--- config.mk ---
export PLATFORM = sky130hd
export DESIGN_NAME = multi_input_buffer
export DESIGN_NICKNAME = d
export VERILOG_FILES = /design/src/rtl/hs_pkg.sv /design/src/rtl/ib_fifo.sv /design/src/rtl/multi_input_buffer.sv
export SDC_FILE = /design/constraint.sdc
export NUM_CORES = 2
export LEC_CHECK = 0
export ABC_AREA = 1
export CAP_MARGIN = 10
export CORE_MARGIN = 2
export CORE_UTILIZATION = 55
export DETAILED_ROUTE_END_ITERATION = 8
export PLACE_DENSITY_LB_ADDON = 0.2
export RECOVER_POWER = 100
export SKIP_LAST_GASP = 1
export SLEW_MARGIN = 30
export SYNTH_ARGS = -nofsm -noshare
export SYNTH_HDL_FRONTEND = slang
export SYNTH_HIERARCHICAL = 1
export SYNTH_SLANG_ARGS = --single-unit
--- constraint.sdc ---
create_clock -name clk -period 3.7 [get_ports clk]
set_clock_uncertainty 0.05 [all_clocks]
set_input_delay 0.555 -clock clk [delete_from_list [all_inputs] [get_ports clk]]
set_output_delay 0.555 -clock clk [all_outputs]
set_load 0.05 [all_outputs]
--- src/rtl/hs_pkg.sv ---
//------------------------------------------------------------------------------
// hs_pkg : shared defaults, width helper and FSM state type for the
//          multi-channel staging buffer.  Revision: 1.0
//------------------------------------------------------------------------------
`default_nettype none

package hs_pkg;

  localparam int W_DEF     = 32;
  localparam int DEPTH_DEF = 16;
  localparam int NCH_DEF   = 4;
  localparam int BURST_DEF = 8;

  // Occupancy width: must be able to represent DEPTH itself.
  function automatic int cw(input int depth);
    return $clog2(depth) + 1;
  endfunction

  typedef enum logic [0:0] {
    IDLE  = 1'b0,
    DRAIN = 1'b1
  } state_t;

endpackage

`default_nettype wire

--- src/rtl/ib_fifo.sv ---
//------------------------------------------------------------------------------
// ib_fifo : single-clock first-word-fall-through FIFO, one per channel.
//           Revision: 1.0
//------------------------------------------------------------------------------
`default_nettype none

module ib_fifo
  import hs_pkg::*;
#(
  parameter int W     = W_DEF,
  parameter int DEPTH = DEPTH_DEF,
  parameter int CW    = cw(DEPTH)
) (
  input  logic          clk,
  input  logic          rst_n,
  input  logic          push,
  input  logic          pop,
  input  logic [W-1:0]  din,
  output logic [W-1:0]  dout,
  output logic [CW-1:0] cnt,
  output logic          full,
  output logic          empty
);

  localparam int AW = $clog2(DEPTH);

  logic [W-1:0]  mem [DEPTH];
  logic [AW-1:0] wptr;
  logic [AW-1:0] rptr;
  logic          push_ok;
  logic          pop_ok;

  assign full    = (cnt == CW'(DEPTH));
  assign empty   = (cnt == '0);
  assign push_ok = push && !full;
  assign pop_ok  = pop && !empty;
  assign dout    = mem[rptr];

  always_ff @(posedge clk) begin
    if (push_ok) mem[wptr] <= din;
  end

  // DEPTH is a power of two, so pointers wrap naturally.
  always_ff @(posedge clk or negedge rst_n) begin
    if (!rst_n) begin
      wptr <= '0;
      rptr <= '0;
      cnt  <= '0;
    end else begin
      if (push_ok) wptr <= wptr + AW'(1);
      if (pop_ok)  rptr <= rptr + AW'(1);
      case ({push_ok, pop_ok})
        2'b10:   cnt <= cnt + CW'(1);
        2'b01:   cnt <= cnt - CW'(1);
        default: cnt <= cnt;
      endcase
    end
  end

endmodule

`default_nettype wire

--- src/rtl/multi_input_buffer.sv ---
//------------------------------------------------------------------------------
// multi_input_buffer : per-channel FWFT staging with round-robin burst drain
//                      into a shared downstream FIFO.  Revision: 1.0
//------------------------------------------------------------------------------
`default_nettype none

module multi_input_buffer
  import hs_pkg::*;
#(
  parameter int W     = W_DEF,
  parameter int DEPTH = DEPTH_DEF,
  parameter int NCH   = NCH_DEF,
  parameter int BURST = BURST_DEF,
  parameter int CW    = cw(DEPTH),
  parameter int CHW   = $clog2(NCH)
) (
  input  logic              clk,
  input  logic              rst_n,
  input  logic [NCH*W-1:0]  din,
  input  logic [NCH-1:0]    i_enq,
  input  logic              flush,
  input  logic              full,
  output logic [W-1:0]      dout,
  output logic [CHW-1:0]    dout_ch,
  output logic              enq,
  output logic              last,
  output logic [NCH-1:0]    i_full,
  output logic [NCH*CW-1:0] ecnt,
  output logic [NCH-1:0]    ovf,
  output logic              busy
);

  state_t         state, state_n;
  logic [CHW-1:0] gch, gch_n;
  logic [CHW-1:0] rr, rr_n;
  logic [CW-1:0]  rem, rem_n;
  logic           flush_pend, flush_pend_n;

  logic [W-1:0]   fifo_dout [NCH];
  logic [CW-1:0]  fifo_cnt  [NCH];
  logic [NCH-1:0] fifo_push;
  logic [NCH-1:0] fifo_pop;
  logic [NCH-1:0] fifo_empty;
  logic [NCH-1:0] eligible;
  logic           all_empty;

  logic           found;
  logic [CHW-1:0] gnt;
  logic [CHW-1:0] cand;
  int             idx;

  genvar c;
  generate
    for (c = 0; c < NCH; c++) begin : g_ch
      ib_fifo #(
        .W     (W),
        .DEPTH (DEPTH),
        .CW    (CW)
      ) u_fifo (
        .clk   (clk),
        .rst_n (rst_n),
        .push  (fifo_push[c]),
        .pop   (fifo_pop[c]),
        .din   (din[c*W +: W]),
        .dout  (fifo_dout[c]),
        .cnt   (fifo_cnt[c]),
        .full  (i_full[c]),
        .empty (fifo_empty[c])
      );
      assign fifo_push[c]       = i_enq[c] && !i_full[c];
      assign ecnt[c*CW +: CW]   = fifo_cnt[c];
      assign eligible[c]        = (fifo_cnt[c] >= CW'(BURST)) ||
                                  (flush_pend && !fifo_empty[c]);
    end
  endgenerate

  assign all_empty = &fifo_empty;

  // Search starts one past the last granted channel, wrapping once round.
  always_comb begin
    found = 1'b0;
    gnt   = '0;
    idx   = 0;
    cand  = '0;
    for (int k = 1; k <= NCH; k++) begin
      idx = int'(rr) + k;
      if (idx >= NCH) idx = idx - NCH;
      cand = CHW'(idx);
      if (!found && eligible[cand]) begin
        found = 1'b1;
        gnt   = cand;
      end
    end
  end

  always_comb begin
    state_n  = state;
    gch_n    = gch;
    rem_n    = rem;
    rr_n     = rr;
    enq      = 1'b0;
    last     = 1'b0;
    fifo_pop = '0;
    case (state)
      IDLE: begin
        if (found) begin
          state_n = DRAIN;
          gch_n   = gnt;
          if (flush_pend && (fifo_cnt[gnt] < CW'(BURST))) rem_n = fifo_cnt[gnt];
          else                                            rem_n = CW'(BURST);
        end
      end
      DRAIN: begin
        enq = !full;
        if (enq) begin
          fifo_pop[gch] = 1'b1;
          rem_n         = rem - CW'(1);
          if (rem == CW'(1)) begin
            last    = 1'b1;
            state_n = IDLE;
            rr_n    = gch;
          end
        end
      end
      default: state_n = IDLE;
    endcase
  end

  always_comb begin
    flush_pend_n = flush_pend;
    if (!flush_pend)                      flush_pend_n = flush;
    else if (state == IDLE && all_empty)  flush_pend_n = 1'b0;
  end

  always_ff @(posedge clk or negedge rst_n) begin
    if (!rst_n) begin
      state      <= IDLE;
      gch        <= '0;
      rr         <= CHW'(NCH - 1);
      rem        <= '0;
      flush_pend <= 1'b0;
      ovf        <= '0;
    end else begin
      state      <= state_n;
      gch        <= gch_n;
      rr         <= rr_n;
      rem        <= rem_n;
      flush_pend <= flush_pend_n;
      ovf        <= ovf | (i_enq & i_full);
    end
  end

  assign dout    = enq ? fifo_dout[gch] : '0;
  assign dout_ch = gch;
  assign busy    = (state == DRAIN) || flush_pend;

endmodule

`default_nettype wire

==> summary.md <==
| Metric | Value |
|---|---|
| M3 GR Usage | approximately 7.7% |
| Layout cells sized above 1 | around 11% |
| Cell count of the worst reg-to-reg path | 9 |
| Gr usage total | a little under a third |
| Area Overhead vs Synth | 18.49% |
| Synthesized instance count | between 8000 and 9000 |
| Total I/O pin count | 201 |
| Initial antenna violation count | 49 |
| Starting DRC count in detailed routing | 7214 |
| Top cells by area, synth | edfxtp_1, nand2_1, nand3_1 |
| Syn. warnings | 6 |
| Hold depth | 2 |
| Post-route ant nets | 0 |
| Switching power | 34000 uW |
| # rows | ~150 |
| Critical path arrival | 3.30 ns |
| Total power | 87290 uW |
| CP startpoint kind | flip-flop |
| Htree depth | 4 |
| DRC viols | 0 |
| First-pass GRT wire length | 378500 um |
| Die Y | 410.5 um |
| Worst Max-Slew Pin Slew | 1.966 ns |
| TritonCTS buffer count | 212 |
| WP data required | a little over 3 ns |
| PortBufs | 200 |
| Setup repair after global routing missed its margin | yes |
| Combinational share of power | 41.2% |
| RePlAce Congestion | between 0.8 and 0.9 |
| Setup ws final | -0.2003 ns |
| Mean number of vias per cell | 5.509 |
| DRT Wirelength | 261900 um |
| Fmax | between 200 and 300 MHz |
| First-pass DRT Iterations | 7 |
| Worst Hold Slack | 0.2693 ns |
| CTS sink count | approximately 2100 |
| Failing checks | max-capacitance violations, max-slew violations, negative setup slack |
| Worst-case vdd ir drop | 817.0 uV |
| Clock latency at the later pin of the worst-skew pair | around 0.85 ns |
| Most Crowded Layer GR | met2 |
| GRT met2 Usage | between 40% and 50% |
| TritonCTS clock tree | done |
| Final #Nets | between 9000 and 10000 |
| Largest fanout on the critical path | 13 |
| CTS max path bufs | 3 |
| Max Slew Vio Count | 86 |
| Slew headroom | -31.06% |
| Gr ovfl total | 0 |
| Die Area | 0.1685 mm^2 |
| Core area | between 0.15 and 0.2 mm^2 |
| Largest net degree at the start of global routing | 67 |
| P per Cell Area | 810.4 mW/mm^2 |
| Clock slew at reported path FFs | 0.06 ns |
| Yosys top cell by area | edfxtp_1 |
| P_leak | 0.04409 uW |
| DR WL/cell | between 20 and 25 um |
| Vias in the first global route | about 61000 |
| Yosys top cell area share | 67.66% |
| Distinct cells, synth | 37 |
| Synth Area per Inst | slightly above 10 um^2 |
| Clock power share | 24.5% |
| Setup WS pre-CTS | -0.04564 ns |
| Initial core utilization | 55.22% |
| P_int | between 50000 and 60000 uW |
| Yosys reg bits | 2115 |
| Root buffer cell | clkbuf_16 |
| CP Capture Type | primary output |
| Sequential power share | between 30% and 40% |
| Net Sw Frac | 38.95% |
| Fin. Hold Viols | 0 |
| Seq/Total Area, Yosys | 69.50% |
| Post-layout min period | 3.900 ns |
| Mapped Area | just over 0.09 mm^2 |
| Final Util | 65.43% |
| Routed vias | 63570 |
| Worst hold path class | in -> reg |
| GR met1 Demand/Resource | just over 40% |
| Number of max-cap violations | 2 |
| DP HPWL | about 140000 um |
| Syn nets | about 9000 |
| Crit share post-route | 105.4% |
| Final setup fails | 32 |
| Die Width | 410.5 um |
| Setup CP Type | reg -> out |
| Status | complete, but fails checks |
[logic make-up after synthesis]
logic type	count (synthesis)	synth area share, %
AOI/OAI and AO/OA	100	0.7199
and+or+nand+nor	5202	22.92
xor gates and xnor gates	32	0.3083
DFF	2115	69.50
buffers and inverters	1303	5.933
adders and majority gates	42	0.6112
[placed cells by master (no fill, tap or decap), drive strengths merged]
master         Yosys  final
buf              330    268
nand4             12     12
nor2             866    867
ha                38     38
clkdlybuf4s50      0      7
a22oi             32     32
diode              0     12
nor4               2      2
a31oi             33     33
xnor2             12     12
nand3b             1      1
bufinv             0     27
clkinv             1     84
clkbuf            83    382
nor3               6      6
bufbuf             0     10
nand3            890    890
dlygate4sd3        0    159
o21ai             29     29
xor2              20     20
or2                6      6
fa                 4      4
dfstp              2      2
inv              889    902
nand2           3419   3419
dfrtp             65     65
a21o               4      4
edfxtp          2048   2048
a21oi              2      2
clkinvlp           0      6
[path summary, 6_finish.rpt]
check	end	slack [ns]	startpoint
setup / recovery	dout[12]	-0.20	g_ch[1].u_fifo/rptr[0]
hold / removal	ovf[3]	0.27	i_enq[3]
setup reg to reg	g_ch[0].u_fifo/mem[13][0]	0.08	g_ch[0].u_fifo/cnt[1]
hold reg to reg	ovf[0]	0.40	ovf[0]
max in group asynchronous	rem[4]	1.12	rst_n
min in group asynchronous	ovf[0]	0.70	rst_n
[final cells by class]
class                   instances  area [um^2]
diodes                         12        30.03
clock buffers                 262         5565
clock inverters               123         1304
fillers                     12180        56910
inverters                     890         3427
multi-input cells            5377        23940
flip-flops and latches       2115        63200
well taps                    2189         2739
repair buffers                564         7442
repair inverters                6        57.56
[sequential cells by signal, summed over array words and instances (netlist names), 2 cells and up]
| register | flops |
|---|---|
| rem | 5 |
| rr | 2 |
| g_ch.u_fifo/wptr | 16 |
| g_ch.u_fifo/mem | 2048 |
| dout_ch | 2 |
| g_ch.u_fifo/rptr | 16 |
| g_ch.u_fifo/cnt | 20 |
| ovf | 4 |
[cells in the mapped netlist, drive strengths merged]
library cell / n
nand2: 3419
edfxtp: 2048
nand3: 890
inv: 889
nor2: 866
buf: 330
clkbuf: 83
dfrtp: 65
ha: 38
a31oi: 33
a22oi: 32
o21ai: 29
xor2: 20
nand4: 12
xnor2: 12
nor3: 6
or2: 6
a21o: 4
fa: 4
a21oi: 2
dfstp: 2
nor4: 2
clkinv: 1
nand3b: 1
[layer usage]
| metal | wire (um) | up-vias | part of all wire (%) |
|---|---|---|---|
| met1 | 101200 | 30440 | 39 |
| met2 | 120800 | 3113 | 46 |
| met3 | 27730 | 605 | 11 |
| li1 | - | 29380 | - |
| met4 | 11990 | 26 | 4.6 |
| met5 | 154 | - | 0.059 |
[stage by stage]
stage               TNS (ns)  instance area (um^2)  std cells
floorplan                  0                 90900       8794
global placement     -0.1044                 97420      11000
detailed placement  -0.04564                 97420      11000
CTS                   -3.664                107200      11470
global route          -10.75                107700      11540
finish                -3.759                107700      11540
[power by group through the flow]
stage	clock network (uW)	logic [uW]	registers [uW]
2_1_floorplan	0	17000	30400
3_3_place_gp	0	29100	30200
3_5_place_dp	0	29400	30300
4_1_cts	21600	34000	29800
5_1_grt	22500	38300	30100
6_report	21400	36000	29900
[worst max-delay path, cell delays in order (launching register included)]
cell and delay [ns]:
dfrtp_4 0.58, inv_12 0.09, buf_12 0.15, clkbuf_16 0.17, nand2_1 0.06, nand2_1 0.05
nand2_1 0.06, nand3_1 0.07, nand2_1 0.09, nand2_2 0.10, a22oi_2 0.50, a31oi_4 0.29
buf_12 0.23
[repair_timing]
item	CTS	global route
buffers inserted	41	24
gates resized for setup	296	166
hold buffers	1	0
pin swaps	78	121
endpoints found under the setup margin	32	32
gates cloned	45	32
hold endpoints to repair	49	0
(Power assumes the default switching activity.)
